===== config.mk =====
export PLATFORM = sky130hd
export DESIGN_NAME = vga_sync_decoder
export DESIGN_NICKNAME = d
export VERILOG_FILES = /design/src/rtl/vga_sync_decoder.sv
export SDC_FILE = /design/constraint.sdc
export NUM_CORES = 1
export LEC_CHECK = 0
export ABC_CLOCK_PERIOD_IN_PS = 3400
export BUFFER_PORTS_ARGS = -buffer_cell sky130_fd_sc_hd__buf_2
export CORE_MARGIN = 5
export CORE_UTILIZATION = 58
export CTS_CLUSTER_DIAMETER = 30
export DETAILED_ROUTE_END_ITERATION = 7
export PLACE_DENSITY_LB_ADDON = 0.15
export SETUP_SLACK_MARGIN = 0.5
export SLEW_MARGIN = 25
export SYNTH_ARGS = -nofsm -noshare
export SYNTH_HDL_FRONTEND = slang
export SYNTH_SLANG_ARGS = --single-unit

===== constraint.sdc =====
create_clock -name clk50M -period 3.4 [get_ports clk50M]
set_input_delay 0.34 -clock clk50M [delete_from_list [all_inputs] [get_ports clk50M]]
set_output_delay 0.34 -clock clk50M [all_outputs]
set_load 0.1 [all_outputs]

===== src/rtl/vga_sync_decoder.sv =====
// Receive-side VGA timing decoder: locks onto hsync/vsync, recovers pixel
// coordinates with a valid strobe, and reports timing errors and relock count.
module vga_sync_decoder #(
    parameter int H_WHOLE        = 1040,
    parameter int H_SYNC_PULSE   = 120,
    parameter int H_ACTIVE_START = 177,
    parameter int H_VISIBLE      = 800,
    parameter int V_WHOLE        = 666,
    parameter int V_SYNC_PULSE   = 6,
    parameter int V_ACTIVE_START = 43,
    parameter int V_VISIBLE      = 600
) (
    input  logic        clk50M,
    input  logic        rst_n,
    input  logic        hsync,
    input  logic        vsync,
    input  logic [8:0]  color_in,
    input  logic        clr_err,
    output logic        pixel_valid,
    output logic [10:0] pixel_x,
    output logic [10:0] pixel_y,
    output logic [8:0]  pixel_color,
    output logic        frame_start,
    output logic        locked,
    output logic [3:0]  err_flags,
    output logic [7:0]  err_cnt
);

    localparam logic [10:0] L_H_WHOLE = 11'(H_WHOLE);
    localparam logic [10:0] L_H_SYNC  = 11'(H_SYNC_PULSE);
    localparam logic [10:0] L_H_ACT   = 11'(H_ACTIVE_START);
    localparam logic [10:0] L_H_END   = 11'(H_ACTIVE_START + H_VISIBLE);
    localparam logic [10:0] L_V_WHOLE = 11'(V_WHOLE);
    localparam logic [10:0] L_V_SYNC  = 11'(V_SYNC_PULSE);
    localparam logic [10:0] L_V_ACT   = 11'(V_ACTIVE_START);
    localparam logic [10:0] L_V_END   = 11'(V_ACTIVE_START + V_VISIBLE);

    typedef enum logic [1:0] {
        ST_UNLOCKED = 2'd0,
        ST_ACQUIRE  = 2'd1,
        ST_LOCKED   = 2'd2
    } state_t;

    function automatic logic [10:0] sat_inc11(input logic [10:0] v);
        return (v == 11'h7FF) ? v : v + 11'd1;
    endfunction

    function automatic logic [7:0] sat_inc8(input logic [7:0] v);
        return (v == 8'hFF) ? v : v + 8'd1;
    endfunction

    logic        r_hs_q, r_vs_q, r_hs_d, r_vs_d, r_clr_q;
    logic [8:0]  r_col_q;

    state_t      r_state, w_state_nxt;
    logic [10:0] r_h_pos_p1, r_v_pos_p1;
    logic [8:0]  r_col_p1;
    logic        r_fail_p1;
    logic [3:0]  r_err_p1;
    logic [7:0]  r_err_cnt_p1;

    logic        w_h_fall, w_h_rise, w_v_fall, w_v_rise, w_frame_edge;
    logic [10:0] w_h_pos_inc, w_h_pos_nxt, w_v_pos_inc, w_v_pos_nxt;
    logic        w_chk_en;
    logic        w_err_hlen, w_err_hsync, w_err_vlen, w_err_vsync;
    logic [3:0]  w_set;
    logic        w_fail, w_cnt_inc;
    logic        w_win, w_pix_ok;

    // ---- stage 1: input capture and edge-detect delay ----
    always_ff @(posedge clk50M or negedge rst_n) begin
        if (!rst_n) begin
            r_hs_q  <= 1'b1;
            r_vs_q  <= 1'b1;
            r_hs_d  <= 1'b1;
            r_vs_d  <= 1'b1;
            r_col_q <= 9'd0;
            r_clr_q <= 1'b0;
        end else begin
            r_hs_q  <= hsync;
            r_vs_q  <= vsync;
            r_hs_d  <= r_hs_q;
            r_vs_d  <= r_vs_q;
            r_col_q <= color_in;
            r_clr_q <= clr_err;
        end
    end

    assign w_h_fall     = r_hs_d & ~r_hs_q;
    assign w_h_rise     = ~r_hs_d & r_hs_q;
    assign w_v_fall     = r_vs_d & ~r_vs_q;
    assign w_v_rise     = ~r_vs_d & r_vs_q;
    assign w_frame_edge = w_v_fall & w_h_fall;

    assign w_h_pos_inc = sat_inc11(r_h_pos_p1);
    assign w_h_pos_nxt = w_h_fall ? 11'd0 : w_h_pos_inc;
    assign w_v_pos_inc = sat_inc11(r_v_pos_p1);
    assign w_v_pos_nxt = w_frame_edge ? 11'd0 : (w_h_fall ? w_v_pos_inc : r_v_pos_p1);

    // Checks compare against the counter value of the previous sample.
    assign w_chk_en    = (r_state != ST_UNLOCKED);
    assign w_err_hlen  = w_chk_en & (w_h_fall ? (w_h_pos_inc != L_H_WHOLE)
                                              : (w_h_pos_inc == L_H_WHOLE));
    assign w_err_hsync = w_chk_en & w_h_rise & (w_h_pos_nxt != L_H_SYNC);
    assign w_err_vlen  = w_chk_en & (w_v_fall ? (w_v_pos_inc != L_V_WHOLE)
                                              : (w_h_fall & (w_v_pos_inc == L_V_WHOLE)));
    assign w_err_vsync = w_chk_en & (((w_v_fall | w_v_rise) & ~w_h_fall)
                                   | (w_v_rise & w_h_fall & (w_v_pos_inc != L_V_SYNC)));
    assign w_set  = {w_err_vsync, w_err_vlen, w_err_hsync, w_err_hlen};
    assign w_fail = |w_set;

    always_comb begin
        w_state_nxt = r_state;
        w_cnt_inc   = 1'b0;
        case (r_state)
            ST_UNLOCKED: begin
                if (w_frame_edge) w_state_nxt = ST_ACQUIRE;
            end
            ST_ACQUIRE: begin
                if (w_fail)            w_state_nxt = ST_UNLOCKED;
                else if (w_frame_edge) w_state_nxt = ST_LOCKED;
            end
            ST_LOCKED: begin
                if (w_fail) begin
                    w_state_nxt = ST_UNLOCKED;
                    w_cnt_inc   = 1'b1;
                end
            end
            default: w_state_nxt = ST_UNLOCKED;
        endcase
    end

    // ---- stage 2: position counters, lock state, error accumulation ----
    always_ff @(posedge clk50M or negedge rst_n) begin
        if (!rst_n) begin
            r_state      <= ST_UNLOCKED;
            r_h_pos_p1   <= 11'd0;
            r_v_pos_p1   <= 11'd0;
            r_col_p1     <= 9'd0;
            r_fail_p1    <= 1'b0;
            r_err_p1     <= 4'd0;
            r_err_cnt_p1 <= 8'd0;
        end else begin
            r_state    <= w_state_nxt;
            r_h_pos_p1 <= w_h_pos_nxt;
            r_v_pos_p1 <= w_v_pos_nxt;
            r_col_p1   <= r_col_q;
            r_fail_p1  <= w_fail;
            // A new error wins over a simultaneous clear request.
            if (w_fail)       r_err_p1 <= r_err_p1 | w_set;
            else if (r_clr_q) r_err_p1 <= 4'd0;
            if (w_cnt_inc)    r_err_cnt_p1 <= sat_inc8(r_err_cnt_p1);
        end
    end

    assign w_win    = (r_h_pos_p1 >= L_H_ACT) & (r_h_pos_p1 < L_H_END)
                    & (r_v_pos_p1 >= L_V_ACT) & (r_v_pos_p1 < L_V_END);
    assign w_pix_ok = w_win & (r_state == ST_LOCKED) & ~r_fail_p1;

    // ---- stage 3: registered outputs ----
    always_ff @(posedge clk50M or negedge rst_n) begin
        if (!rst_n) begin
            pixel_valid <= 1'b0;
            pixel_x     <= 11'd0;
            pixel_y     <= 11'd0;
            pixel_color <= 9'd0;
            frame_start <= 1'b0;
            locked      <= 1'b0;
            err_flags   <= 4'd0;
            err_cnt     <= 8'd0;
        end else begin
            pixel_valid <= w_pix_ok;
            frame_start <= w_pix_ok & (r_h_pos_p1 == L_H_ACT) & (r_v_pos_p1 == L_V_ACT);
            if (w_pix_ok) begin
                pixel_x     <= r_h_pos_p1 - L_H_ACT;
                pixel_y     <= r_v_pos_p1 - L_V_ACT;
                pixel_color <= r_col_p1;
            end
            locked    <= (r_state == ST_LOCKED);
            err_flags <= r_err_p1;
            err_cnt   <= r_err_cnt_p1;
        end
    end

endmodule

# Word-level counts from Yosys, hierarchy flattened
# Index checks and enable logic that the tools add are counted.
# word_totals
reg_bits	106
input_bits	14
out_inout_bits	46
word_cells	100
# classes
addsub	5
n_lt_le_gt_ge	4
n_eq_ne	16
n_mux	16
bitwise	31
reduce_logical	7
# ops
op	count
11-bit two-way mux	5
11-bit == test (second input constant)	3
11-bit by 1-bit adder with 11-bit output (second input constant)	2
11-bit by 10-bit less-than comparator with 1-bit output (second input constant)	2
1-bit AND	21
11-bit by 10-bit == test with 1-bit output (second input constant)	1
11-bit by 6-bit == test with 1-bit output (second input constant)	1
11-bit by 8-bit == test with 1-bit output (second input constant)	1
11-bit by 6-bit greater-or-equal comparator with 1-bit output (second input constant)	1
11-bit by 8-bit greater-or-equal comparator with 1-bit output (second input constant)	1
11-bit by 10-bit inequality test with 1-bit output (second input constant)	1
11-bit inequality test (second input constant)	1
11-bit by 3-bit inequality test with 1-bit output (second input constant)	1
11-bit by 7-bit inequality test with 1-bit output (second input constant)	1
11-bit by 6-bit subtractor with 11-bit output (second input constant)	1
11-bit by 8-bit subtractor with 11-bit output (second input constant)	1
8-bit by 1-bit adder with 8-bit output (second input constant)	1
8-bit == test (second input constant)	1
2-bit two-way mux	4
4-bit two-way mux	2
1-bit NOT	7
2-bit one-hot mux with 3 select lines	1
2-bit nonzero test	3
1-bit two-way mux	4
10 further kinds	12

# Logic depth before layout (Yosys ltp)
# Gate-level depths: netlist (run 1).
# logic_depth
depth_word	10
ltp_mapped	13
ltp_nobuf	11

# Worst setup path after synthesis (run 1)
# Ideal clock, no wire load.
# synth_path
kind	reg2reg
startpoint	register r_v_pos_p1[0]
endpoint	register r_err_cnt_p1[1]
setup_ps	125
arrival_time_ps	2979
required_ps	3275
path_slack_ps	297
path_stages_with_launch	13
n_path_buf	2
period_less_slack_ps	3103
cell_sequence	dfrtp_1 ha_1 buf_2 nand2_1 nor2_1 and3_1 mux2_1 nor4b_1 mux2i_1 and3b_1 buf_6 nor2_1 mux2_2
# synth_between
elab_chain_len	10
elab_cells_between_ends	16
cone_classes	add/sub: 1; eq/ne: 4; mux: 4; bitwise: 5; reduce/logical: 2
# synth_rtl
item	line	rtl
start, declared	56	logic [10:0] r_h_pos_p1, r_v_pos_p1;
start signal, assigned	146	r_v_pos_p1 <= w_v_pos_nxt;
11-bit by 1-bit adder with 11-bit output / 11-bit == test (equally long branches)	45	return (v == 11'h7FF) ? v : v + 11'd1;
11-bit two-way mux (*)	45	
11-bit by 10-bit == test with 1-bit output / 11-bit by 3-bit inequality test with 1-bit output (equally long branches)	106, 108	
1-bit AND (on tied branches)	106, 108	
1-bit two-way mux / 1-bit bitwise OR (equally long branches)	105, 108	
1-bit AND (on tied branches)	105, 107	
4-bit OR reduction (*)	110	assign w_fail = |w_set;
1-bit two-way mux (*)	124	if (w_fail) begin
1-bit two-way mux (*)	115	case (r_state)
2-bit AND reduction (no source line) (*)	--	
end signal, assigned	152	if (w_cnt_inc) r_err_cnt_p1 <= sat_inc8(r_err_cnt_p1);
end, declared	60	logic [7:0] r_err_cnt_p1;
# Mark *: on every way between the ends. The rest lies on a longest branch, timed or not.
# A chain may end at the register's enable or synchronous reset.

# Final worst setup path (run 1)
# layout_path
startpoint	register r_h_pos_p1[0]
endpoint	register r_err_cnt_p1[1]
# layout_between
elab_chain_len	9
elab_cells_between_ends	14
cone_classes	add/sub: 1; eq/ne: 4; mux: 5; bitwise: 2; reduce/logical: 2
# layout_rtl
item	line	rtl
start, declared	56	
start signal, assigned	145	r_h_pos_p1 <= w_h_pos_nxt;
11-bit by 1-bit adder with 11-bit output / 11-bit == test (equally long branches)	45	
11-bit two-way mux (*)	45	
11-bit == test (tied with other cells)	103	: (w_h_pos_inc == L_H_WHOLE));
1-bit two-way mux / 11-bit by 7-bit inequality test with 1-bit output (equally long branches)	102, 104	
1-bit AND (on tied branches)	102, 104	
4-bit OR reduction (*)	110	
1-bit two-way mux (*)	124	
1-bit two-way mux (*)	115	
2-bit AND reduction (no source line) (*)	--	
# Marks and branches as above.

==> flow_metrics.py, run 1 <==
metrics = {
    "grt": {
        "grt_antenna_before_repair": 0,
        "overflow": 0,
        "grt_max_degree": 81,
        "use_met1_pct": 28.0,
        "grt_first_pass_wirelength_um": 16000,
        "gr-usage-met3_pct": 3.88,
        "first_global_vias": 3384,
        "gr-usage-all-layers_pct": 19.5,
        "grt_use_met2_pct": 29.9,
        "top_usage_layer": "met2",
    },
    "drt": {
        "detail_route.drc_violations": 0,
        "dr.first_iter.drc_count": 339,
        "num_vias": 3557,
        "detail-route-antenna-nets": 0,
        "first_pass_iters": 5,
        "postRouteWirelength_um": 9610,
        "wire_per_inst_um": 15.1,
        "route.detailed.vias_per_inst": 5.60,
    },
    "setup_path": {
        "r2r_start": "r_h_pos_p1[0]",
        "category_of_the_worst_setup_path_launch_point": "flip-flop",
        "cp-end-kind": "flip-flop",
        "worst-setup-path-type": "reg -> reg",
        "r2r_slack_ns": 0.46,
        "critical_path_peak_fanout": 7,
        "worstPathRequired_ns": 3.66,
        "worst_ep_arrival_time_ns": 3.20,
        "reg2regPathDepth": 10,
        "beginning_of_the_critical_path": "r_h_pos_p1[0]",
    },
    "floorplanning": {
        "core-area_um2": 8130,
        "standard_cell_row_count": 33,
        "floorplan.initialDensity_pct": 59.1,
        "boundaryPins": 60,
        "dieArea_um2": 10200,
        "dieWidth_um": 101,
        "die_h_um": 101,
    },
    "sta": {
        "setup_tns_ns": 0,
        "finalSetupViolations": 0,
        "rsz_0062_raised_after_global_routing": "yes",
        "tightestPinTransition_ns": 0.840,
        "fin_crit_ns": 2.94,
        "hold-worst-slack_ns": -0.0174,
        "maxSlewHeadroom_pct": 43.6,
        "fin_skew_ns": 0.0130,
        "final-max-slew-violation-count": 0,
        "timing.fmax_ghz": 0.341,
        "final-hold-violation-count": 5,
        "fin_crit_sh_pct": 86.4,
    },
    "power_and_ir_drop": {
        "seq_power_share_pct": 49.5,
        "p_per_area_nw_per_um2": 524,
        "irDropWorstVdd_uv": 469,
        "net-switching-power_uw": 1010,
        "comb_power_share_pct": 24.3,
        "total_power_uw": 2930,
        "p_sw_share_pct": 34.5,
        "internal_power_consumption_uw": 1920,
        "clockPowerShare_pct": 26.2,
        "cellLeakagePower_uw": 0.00274,
    },
    "synthesis": {
        "synthesis.instances": 462,
        "synth_seq_cells": 106,
        "post_synthesis_net_count": 484,
        "ys.flop_type": "sky130_fd_sc_hd__dfrtp_1",
        "synth_enable_flop_cells": 0,
        "synth_top_cell_area_share_pct": 53.1,
        "synthTopCellsByArea": "sky130_fd_sc_hd__dfrtp_1, sky130_fd_sc_hd__nand2_1, sky130_fd_sc_hd__o21ai_0, sky130_fd_sc_hd__xor2_1, sky130_fd_sc_hd__mux2_2",
        "synthMostInstantiatedCell": "sky130_fd_sc_hd__dfrtp_1",
        "top_cell_type_by_total_area_after_synthesis": "sky130_fd_sc_hd__dfrtp_1",
        "syn_avg_cell_area_um2": 10.4,
        "netlist-cell-type-count": 51,
        "yosysSeqAreaShare_pct": 55.3,
        "yosysWarningCount": 0,
        "async_reset_ff_share_pct": 100,
        "synth_common_cells": "sky130_fd_sc_hd__dfrtp_1, sky130_fd_sc_hd__nand2_1, sky130_fd_sc_hd__o21ai_0",
        "combined_area_of_all_synthesized_cells_um2": 4800,
    },
    "cells_and_area": {
        "syn2layout_area_growth_pct": 16.6,
        "final-seq-area_um2": 2670,
        "insertedDiodeCount": 0,
        "fraction_of_layout_instances_using_a_drive_strength_above_1_pct": 29.1,
        "multiInputGateArea_um2": 2050,
        "final_core_util_pct": 68.9,
        "net_total_in_the_final_layout": 548,
        "layout.filler_cells": 631,
        "final_cell_count_no_fill": 635,
    },
    "placement": {
        "gp_routability_congestion": 0.871,
        "port-buffer-count": 59,
        "detailedPlacementHpwl_um": 6300,
        "placed_cells": 605,
    },
    "clocking": {
        "clkSlewWorstSetupHoldPaths_ns": 0.10,
        "tritoncts_clock_tree": "built",
        "tritoncts.num_buffers": 9,
        "ctsRootBufferMaster": "sky130_fd_sc_hd__clkbuf_8",
        "worstSkewPairLatency_ns": 0.37,
        "cts_num_sinks": 106,
        "ctsLongestPathBuffers": 2,
        "maximum_level_of_the_cts_h_tree": 3,
    },
    "flow_run": {
        "max-cap-violations": 0,
    },
    "run_status": {
        "violated_checks": "hold timing",
        "outcome": "complete, but fails checks",
    },
    "hold_path": {
        "class_of_the_tightest_hold_or_removal_check": "in -> async",
    },
}
## through the flow
stage | setup slack, ns | hold slack (ns) | cell area, um^2
after CTS | 0.494 | 0.0518 | 5450
after global routing | 0.376 | 0.0432 | 5600
after global placement | 0.335 | 0.333 | 5170
final | 0.463 | -0.0174 | 5600
after detailed placement | 0.261 | 0.337 | 5170
after floorplan | 0.536 | 0.0444 | 4820
## path summary, 6_finish.rpt
check                                   to
min in group clk50M                 r_hs_q
max reg2reg                r_err_cnt_p1[1]
max                        r_err_cnt_p1[1]
min reg2reg                    r_col_p1[2]
max in group asynchronous       r_col_q[7]
min                            r_col_p1[3]
## area by class of cell
| type | instances | area share (%) |
|---|---|---|
| inverters | 13 | 0.871 |
| well taps | 105 | 2.35 |
| clock buffers | 9 | 2.21 |
| repair buffers | 86 | 9.00 |
| flip-flops and latches | 106 | 47.7 |
| multi-input cells | 310 | 36.6 |
| clock inverters | 6 | 1.30 |
## power groups by stage
stage / registers, uW / logic [uW] / clock network [uW]
2_1_floorplan: 1620 / 354 / 0
3_3_place_gp: 1470 / 633 / 0
3_5_place_dp: 1470 / 641 / 0
4_1_cts: 1450 / 686 / 792
5_1_grt: 1470 / 778 / 842
6_report: 1450 / 714 / 769
## layer usage
metal / vias to the layer above / routed length, um
li1: 1735 / -
met1: 1702 / 4510
met2: 106 / 4470
met3: 14 / 489
met4: 0 / 138
met5: - / 0
## timing repair
item,4_1_cts,5_1_grt
setup buffers,2,12
gates cloned,1,0
hold buffers,0,0
resized for setup,18,13
pin swaps,2,6
setup endpoints to repair,13,41
endpoints found under the hold margin,0,0
## state kept, by name (all words and copies together), names as in the netlist, 9 cells and up
name,cells
pixel_x,11
r_h_pos_p1,11
r_col_q,9
pixel_y,11
r_v_pos_p1,11
pixel_color,9
r_col_p1,9
## placed cells by master (no fill, tap or decap), types with 10 or more instances in the layout
master	n
sky130_fd_sc_hd__inv_1	13
sky130_fd_sc_hd__nand4_1	12
sky130_fd_sc_hd__nor2_1	28
sky130_fd_sc_hd__a21oi_1	23
sky130_fd_sc_hd__nand3_1	17
sky130_fd_sc_hd__o21ai_0	32
sky130_fd_sc_hd__nand2_1	50
sky130_fd_sc_hd__buf_4	27
sky130_fd_sc_hd__buf_2	58
sky130_fd_sc_hd__xor2_1	15
sky130_fd_sc_hd__dfrtp_2	10
sky130_fd_sc_hd__dfrtp_1	92
sky130_fd_sc_hd__xnor2_1	13
sky130_fd_sc_hd__mux2_2	11
## cell families after synthesis
family / after synthesis / share of synthesized area (%)
AO/OA/AOI/OAI: 93 / 11.7
adder cells (fa/ha/maj): 8 / 2.08
AND/OR/NAND/NOR: 165 / 17.6
multiplexers: 15 / 3.44
buffers and inverters: 47 / 4.74
XOR/XNOR: 28 / 5.10
flip-flops: 106 / 55.3
## critical path, cell delays in order (launching register included)
cell and delay (ns):
sky130_fd_sc_hd__dfrtp_2 0.45, sky130_fd_sc_hd__ha_4 0.20, sky130_fd_sc_hd__and3_4 0.15, sky130_fd_sc_hd__a21o_1 0.19, sky130_fd_sc_hd__a221oi_2 0.29, sky130_fd_sc_hd__nand4_1 0.19, sky130_fd_sc_hd__or3_4 0.39, sky130_fd_sc_hd__a31oi_4 0.17
sky130_fd_sc_hd__and3b_2 0.31, sky130_fd_sc_hd__nor2_4 0.13, sky130_fd_sc_hd__mux2_2 0.34
No activity file was read; power rests on OpenSTA's default activity.
==> inputs of run 2 (changes only) <==
ABC_AREA = 1   (was not set)
==> run 2 against run 1 <==
Compared with the run above: the run still ends with hold timing left; final cell count increased by 16%; first-iteration DRC count fell by 11%; fmax grew 14%; synthesized cell count rose by 23%; register-to-register slack improved by 0.36 ns; global-route usage is 1.2 points higher; sequential power is essentially flat; cell area decreased by 1.7%; flip-flop and latch count stayed put; clock skew hardly changed; combinational power is 3.4% higher; via count rose by 7.6%; critical path type unchanged.
==> flow_metrics.py, run 2 <==
metrics = {
    "sta": {
        "final-hold-violation-count": 6,
        "timing.fmax_ghz": 0.388,
        "fin_crit_ns": 2.58,
        "maxSlewHeadroom_pct": 52.7,
        "final-max-slew-violation-count": 0,
        "hold-worst-slack_ns": -0.0146,
        "fin_crit_sh_pct": 75.8,
        "fin_skew_ns": 0.0129,
        "setup_tns_ns": 0,
        "rsz_0062_raised_after_global_routing": "no",
        "tightestPinTransition_ns": 0.709,
        "finalSetupViolations": 0,
    },
    "synthesis": {
        "synthesis.instances": 570,
        "yosysWarningCount": 0,
        "synth_seq_cells": 106,
        "post_synthesis_net_count": 592,
        "synth_enable_flop_cells": 0,
        "netlist-cell-type-count": 39,
        "synth_common_cells": "sky130_fd_sc_hd__nand2_1, sky130_fd_sc_hd__dfrtp_1, sky130_fd_sc_hd__inv_1",
        "yosysSeqAreaShare_pct": 53.6,
        "synth_top_cell_area_share_pct": 51.4,
        "ys.flop_type": "sky130_fd_sc_hd__dfrtp_1",
        "syn_avg_cell_area_um2": 8.71,
        "top_cell_type_by_total_area_after_synthesis": "sky130_fd_sc_hd__dfrtp_1",
        "synthTopCellsByArea": "sky130_fd_sc_hd__dfrtp_1, sky130_fd_sc_hd__nand2_1, sky130_fd_sc_hd__nand3_1, sky130_fd_sc_hd__inv_1, sky130_fd_sc_hd__xor2_1",
        "synthMostInstantiatedCell": "sky130_fd_sc_hd__nand2_1",
        "combined_area_of_all_synthesized_cells_um2": 4960,
        "async_reset_ff_share_pct": 100,
    },
    "setup_path": {
        "worst-setup-path-type": "reg -> reg",
        "reg2regPathDepth": 14,
        "worstPathRequired_ns": 3.65,
        "cp-end-kind": "flip-flop",
        "worst_ep_arrival_time_ns": 2.83,
        "critical_path_peak_fanout": 13,
        "r2r_slack_ns": 0.82,
        "category_of_the_worst_setup_path_launch_point": "flip-flop",
        "r2r_start": "r_h_pos_p1[1]",
        "beginning_of_the_critical_path": "r_h_pos_p1[1]",
        "reg2reg_to": "r_err_p1[3]",
    },
    "grt": {
        "top_usage_layer": "met2",
        "first_global_vias": 3670,
        "gr-usage-met3_pct": 3.92,
        "overflow": 0,
        "grt_max_degree": 79,
        "grt_use_met2_pct": 32.0,
        "gr-usage-all-layers_pct": 20.7,
        "use_met1_pct": 30.4,
        "grt_first_pass_wirelength_um": 17300,
        "grt_antenna_before_repair": 0,
    },
    "cells_and_area": {
        "layout.filler_cells": 709,
        "layout_common_cells": "sky130_fd_sc_hd__nand2_1, sky130_fd_sc_hd__dfrtp_1, sky130_fd_sc_hd__buf_2",
        "net_total_in_the_final_layout": 647,
        "stdcell_area_um2": 5500,
        "layout.cells.most_common": "sky130_fd_sc_hd__nand2_1",
        "insertedDiodeCount": 0,
        "fraction_of_layout_instances_using_a_drive_strength_above_1_pct": 17.8,
        "syn2layout_area_growth_pct": 10.9,
    },
    "drt": {
        "route.detailed.vias_per_inst": 5.21,
        "detail-route-antenna-nets": 0,
        "detail_route.drc_violations": 0,
        "first_pass_iters": 5,
        "postRouteWirelength_um": 10000,
        "dr.first_iter.drc_count": 303,
        "wire_per_inst_um": 13.7,
        "num_vias": 3829,
    },
    "run_status": {
        "violated_checks": "hold timing",
        "outcome": "complete, but fails checks",
    },
    "clocking": {
        "clkSlewWorstSetupHoldPaths_ns": 0.10,
        "tritoncts_clock_tree": "built",
        "worstSkewPairLatency_ns": 0.36,
        "postCtsSetupBuffers": 0,
        "maximum_level_of_the_cts_h_tree": 3,
        "ctsRootBufferMaster": "sky130_fd_sc_hd__clkbuf_8",
        "tritoncts.num_buffers": 9,
        "cts_num_sinks": 106,
        "cts_hold_repair.buffers": 0,
        "ctsLongestPathBuffers": 2,
    },
    "floorplanning": {
        "standard_cell_row_count": 33,
        "die_h_um": 102,
        "dieWidth_um": 102,
        "floorplan.initialDensity_pct": 60.1,
        "core-area_um2": 8260,
        "dieArea_um2": 10500,
        "boundaryPins": 60,
    },
    "flow_run": {
        "max-cap-violations": 0,
    },
    "placement": {
        "port-buffer-count": 59,
        "placed_area_um2": 5300,
        "detailedPlacementHpwl_um": 7420,
        "gp_routability_congestion": 0.863,
    },
    "power_and_ir_drop": {
        "cellLeakagePower_uw": 0.00301,
        "p_per_area_nw_per_um2": 546,
        "irDropWorstVdd_uv": 621,
    },
    "hold_path": {
        "class_of_the_tightest_hold_or_removal_check": "in -> async",
    },
}
-- run 2: cell types whose count changed after synthesis, moves of 7 or more --
cell                       previous run  this run
sky130_fd_sc_hd__nand2_1             50       168
sky130_fd_sc_hd__inv_1               13        56
sky130_fd_sc_hd__nand3_1             17        51
sky130_fd_sc_hd__clkbuf_1            20         4
sky130_fd_sc_hd__a21oi_1             23         9
sky130_fd_sc_hd__nor2_1              30        43
sky130_fd_sc_hd__mux2_2              11         0
sky130_fd_sc_hd__xnor2_1             13         3
sky130_fd_sc_hd__nor2b_1              8         0
sky130_fd_sc_hd__nor4_1               8         0
sky130_fd_sc_hd__and3_1               7         0
sky130_fd_sc_hd__nand2_2              0         7
-- run 2: worst max-delay path by stage --
stage                      end  slack [ns]
3_5_place_dp       r_err_p1[3]        0.78
3_3_place_gp       r_err_p1[3]        0.83
5_1_grt            r_err_p1[3]        0.51
6_report           r_err_p1[3]        0.82
4_1_cts            r_err_p1[3]        0.76
2_1_floorplan  r_err_cnt_p1[0]        1.26
-- run 2: worst max-delay path, stage by stage, from the launching register on --
cell and delay, ns:
sky130_fd_sc_hd__dfrtp_1 0.47, sky130_fd_sc_hd__ha_1 0.27, sky130_fd_sc_hd__nand2_2 0.11, sky130_fd_sc_hd__nor2_8 0.16, sky130_fd_sc_hd__nand3_4 0.18, sky130_fd_sc_hd__o21ai_1 0.28
sky130_fd_sc_hd__nand2_1 0.11, sky130_fd_sc_hd__nor3_1 0.14, sky130_fd_sc_hd__nand3_1 0.11, sky130_fd_sc_hd__nand2_1 0.11, sky130_fd_sc_hd__nand2_2 0.10, sky130_fd_sc_hd__inv_2 0.08
sky130_fd_sc_hd__nand2_4 0.11, sky130_fd_sc_hd__nor2_1 0.18, sky130_fd_sc_hd__nor2_1 0.06
-- run 2: repair_timing --
item | in CTS | in global routing
resized for setup | 0 | 1
endpoints found under the setup margin | 0 | 3
hold endpoints to repair | 0 | 0
-- run 2: final cells by class --
type	instances	area (um^2)	area share, %
flip-flops and latches	106	2660	48.3
multi-input cells	385	1960	35.6
repair buffers	62	324	5.89
inverters	61	229	4.16
well taps	105	131	2.39
clock buffers	9	124	2.25
clock inverters	7	80.1	1.45
-- run 2: kinds of logic (layout without fill, tap and decap cells) --
family                   after synthesis  after routing  synth area share (%)
AND/OR/NAND/NOR                      300            300                  27.1
buffers and inverters                 79            139                  7.01
XOR/XNOR                              22             22                  3.88
flip-flops                           106            106                  53.6
AO/OA/AOI/OAI                         55             55                  6.48
adder cells (fa/ha/maj)                8              8                  2.02
-- run 2: routing by layer --
metal,up-vias,share of wire [%]
met5,-,0
met4,0,1.0
met3,10,6.1
met2,111,46
met1,1787,47
li1,1921,-
-- run 2: report_power, final --
part | internal [uW] | switching (uW)
clock | 352 | 432
sequential | 1370 | 113
combinational | 193 | 545
-- run 2: per-stage QoR --
stage | total power (uW) | std cells | setup slack (ns) | util [%] | hold slack (ns)
floorplan | 2080 | 570 | 1.26 | - | 0.0444
global placement | 2220 | 719 | 0.829 | 64.1 | 0.333
detailed placement | 2240 | 719 | 0.778 | 64.1 | 0.335
CTS | 3030 | 735 | 0.764 | 66.6 | 0.0555
global route | 3190 | 735 | 0.507 | 66.7 | 0.0411
finish | 3000 | 735 | 0.824 | 66.7 | -0.0146
==> inputs of run 3 (changes only) <==
ABC_CLOCK_PERIOD_IN_PS = 2450   (was 3400)
clock period = 2.45 ns   (was 3.4 ns; I/O delays follow)
==> run 3 against run 2 <==
Compared with the run above: the run now ends clean; fmax rose by 16%; register-to-register slack got worse by 0.59 ns; core utilization rose by 9.5 points; routed wire length rose by 22%; clock-buffer cell count did not move; non-clock buffer count rose by 47; hold slack improved by 0.37 ns; critical endpoint is now r_err_cnt_p1[1]; via count rose by 11%; total power rose by 48%; flip-flop and latch count did not move; die area did not move; combinational power rose by 83%.
==> flow_metrics.py, run 3 (synthesis gave the netlist of run 2 again) <==
metrics = {
    "run_status": {
        "outcome": "complete, no violations",
    },
    "grt": {
        "grt_first_pass_wirelength_um": 19000,
        "grt_antenna_before_repair": 0,
        "grt_max_degree": 107,
        "overflow": 0,
        "gr-usage-all-layers_pct": 22.9,
        "first_global_vias": 4044,
    },
    "placement": {
        "placed_cells": 728,
        "port-buffer-count": 59,
        "detailedPlacementHpwl_um": 7670,
        "gp_routability_congestion": 0.904,
    },
    "hold_path": {
        "hold_depth": 0,
        "min_to": "r_col_p1[3]",
        "class_of_the_tightest_hold_or_removal_check": "reg -> reg",
        "worst_hold_startpoint": "r_col_q[3]",
    },
    "setup_path": {
        "category_of_the_worst_setup_path_launch_point": "flip-flop",
        "reg2regPathDepth": 13,
        "critical_path_peak_fanout": 8,
        "worst-setup-path-type": "reg -> reg",
        "r2r_slack_ns": 0.24,
        "reg2reg_to": "r_err_cnt_p1[1]",
        "r2r_start": "r_h_pos_p1[0]",
        "worstPathRequired_ns": 2.76,
        "beginning_of_the_critical_path": "r_h_pos_p1[0]",
        "cp-end-kind": "flip-flop",
        "worst_ep_arrival_time_ns": 2.52,
    },
    "power_and_ir_drop": {
        "irDropWorstVdd_uv": 841,
        "cellLeakagePower_uw": 0.00335,
        "p_per_area_nw_per_um2": 708,
    },
    "sta": {
        "final-max-slew-violation-count": 0,
        "fin_crit_sh_pct": 90.3,
        "setup_tns_ns": 0,
        "final-hold-violation-count": 0,
        "tightestPinTransition_ns": 0.562,
        "rsz_0062_raised_after_global_routing": "yes",
        "maxSlewHeadroom_pct": 62.6,
        "fin_crit_ns": 2.21,
        "timing.fmax_ghz": 0.452,
        "finalSetupViolations": 0,
        "fin_skew_ns": 0.0113,
    },
    "drt": {
        "first_pass_iters": 7,
        "detail-route-antenna-nets": 0,
        "route.detailed.vias_per_inst": 5.44,
        "num_vias": 4262,
        "detail_route.drc_violations": 0,
        "dr.first_iter.drc_count": 369,
        "postRouteWirelength_um": 12200,
        "wire_per_inst_um": 15.6,
    },
    "cells_and_area": {
        "layout.filler_cells": 575,
        "fraction_of_layout_instances_using_a_drive_strength_above_1_pct": 28.9,
        "syn2layout_area_growth_pct": 26.8,
        "insertedDiodeCount": 0,
        "layout.cells.most_common": "sky130_fd_sc_hd__nand2_1",
        "final_cell_count_no_fill": 784,
        "layout_common_cells": "sky130_fd_sc_hd__nand2_1, sky130_fd_sc_hd__dfrtp_1, sky130_fd_sc_hd__buf_2",
        "net_total_in_the_final_layout": 696,
    },
    "floorplanning": {
        "standard_cell_row_count": 33,
        "dieArea_um2": 10500,
        "core-area_um2": 8260,
        "dieWidth_um": 102,
        "floorplan.initialDensity_pct": 60.1,
        "boundaryPins": 60,
        "die_h_um": 102,
    },
    "flow_run": {
        "max-cap-violations": 0,
    },
    "clocking": {
        "cts_num_sinks": 106,
        "ctsLongestPathBuffers": 2,
        "worstSkewPairLatency_ns": 0.37,
        "tritoncts_clock_tree": "built",
        "tritoncts.num_buffers": 9,
        "clkSlewWorstSetupHoldPaths_ns": 0.11,
        "ctsRootBufferMaster": "sky130_fd_sc_hd__clkbuf_8",
        "maximum_level_of_the_cts_h_tree": 3,
    },
}
==> run 3: changes by cell type in the layout (fill, tap and decap cells not counted), moves of 7 or more <==
cell	delta
sky130_fd_sc_hd__dfrtp_2	+9
sky130_fd_sc_hd__dfrtp_1	-9
sky130_fd_sc_hd__buf_6	+7
sky130_fd_sc_hd__nand2_1	-12
sky130_fd_sc_hd__o21ai_0	-9
sky130_fd_sc_hd__nand2_2	+8
sky130_fd_sc_hd__dlygate4sd3_1	+13
sky130_fd_sc_hd__buf_4	+21
==> run 3: power breakdown <==
group,switching (uW),internal (uW)
clock network,643,400
registers,159,1910
logic,927,419
==> run 3: timing repair <==
action,4_1_cts,5_1_grt
buffers inserted,8,11
cloned,2,6
pin swaps,19,20
hold buffers,13,0
hold endpoints to repair,114,0
resized for setup,35,51
setup endpoints to repair,45,47
==> run 3: how the worst max path moves through the flow <==
stage	end	cells past startpoint	slack (ns)
finish	r_err_cnt_p1[1]	13	0.24
floorplan	r_err_cnt_p1[0]	18	0.37
global placement	r_err_p1[2]	16	0.23
CTS	r_err_cnt_p1[1]	15	0.29
detailed placement	r_err_p1[0]	14	0.09
global route	r_err_cnt_p1[1]	15	0.08
==> run 3: worst max-delay path: stages (launching register included) <==
cell and delay (ns):
sky130_fd_sc_hd__dfrtp_2 0.45, sky130_fd_sc_hd__ha_4 0.18, sky130_fd_sc_hd__nand2_4 0.09, sky130_fd_sc_hd__nor2_8 0.05
sky130_fd_sc_hd__buf_4 0.14, sky130_fd_sc_hd__nand3_4 0.11, sky130_fd_sc_hd__nand3_1 0.21, sky130_fd_sc_hd__nor3_2 0.22
sky130_fd_sc_hd__nand3_1 0.11, sky130_fd_sc_hd__nand2_2 0.10, sky130_fd_sc_hd__nand2_4 0.08, sky130_fd_sc_hd__o21ai_4 0.24
sky130_fd_sc_hd__nand2_1 0.08, sky130_fd_sc_hd__nand2_1 0.07
==> run 3: cell type report <==
| cell class | count | area, um^2 | share of cell area [%] |
|---|---|---|---|
| Inverter | 61 | 248 | 3.94 |
| Multi-Input combinational cell | 387 | 2220 | 35.3 |
| Sequential cell | 106 | 2670 | 42.5 |
| Tap cell | 105 | 131 | 2.09 |
| Clock inverter | 7 | 70.1 | 1.11 |
| Clock buffer | 9 | 124 | 1.97 |
| Timing Repair Buffer | 109 | 826 | 13.1 |
==> run 3: routing by layer <==
| metal | vias to the layer above | wire, um | GRT usage [%] |
|---|---|---|---|
| met3 | 19 | 794 | 5.01 |
| li1 | 2032 | - | - |
| met4 | 0 | 194 | 6.76 |
| met5 | - | 0 | 0 |
| met1 | 2047 | 5180 | 32.6 |
| met2 | 164 | 6070 | 35.7 |
==> run 3: stage by stage <==
step	power, uW	setup WS (ns)	instance area, um^2	hold WS, ns	util, %
2_1_floorplan	2900	0.369	4980	-0.0506	-
3_3_place_gp	3140	0.233	5400	0.332	65.4
3_5_place_dp	3170	0.0944	5400	0.336	65.4
4_1_cts	4340	0.290	5940	0.355	71.9
5_1_grt	4700	0.0756	6290	0.358	76.2
6_report	4460	0.237	6290	0.356	76.2
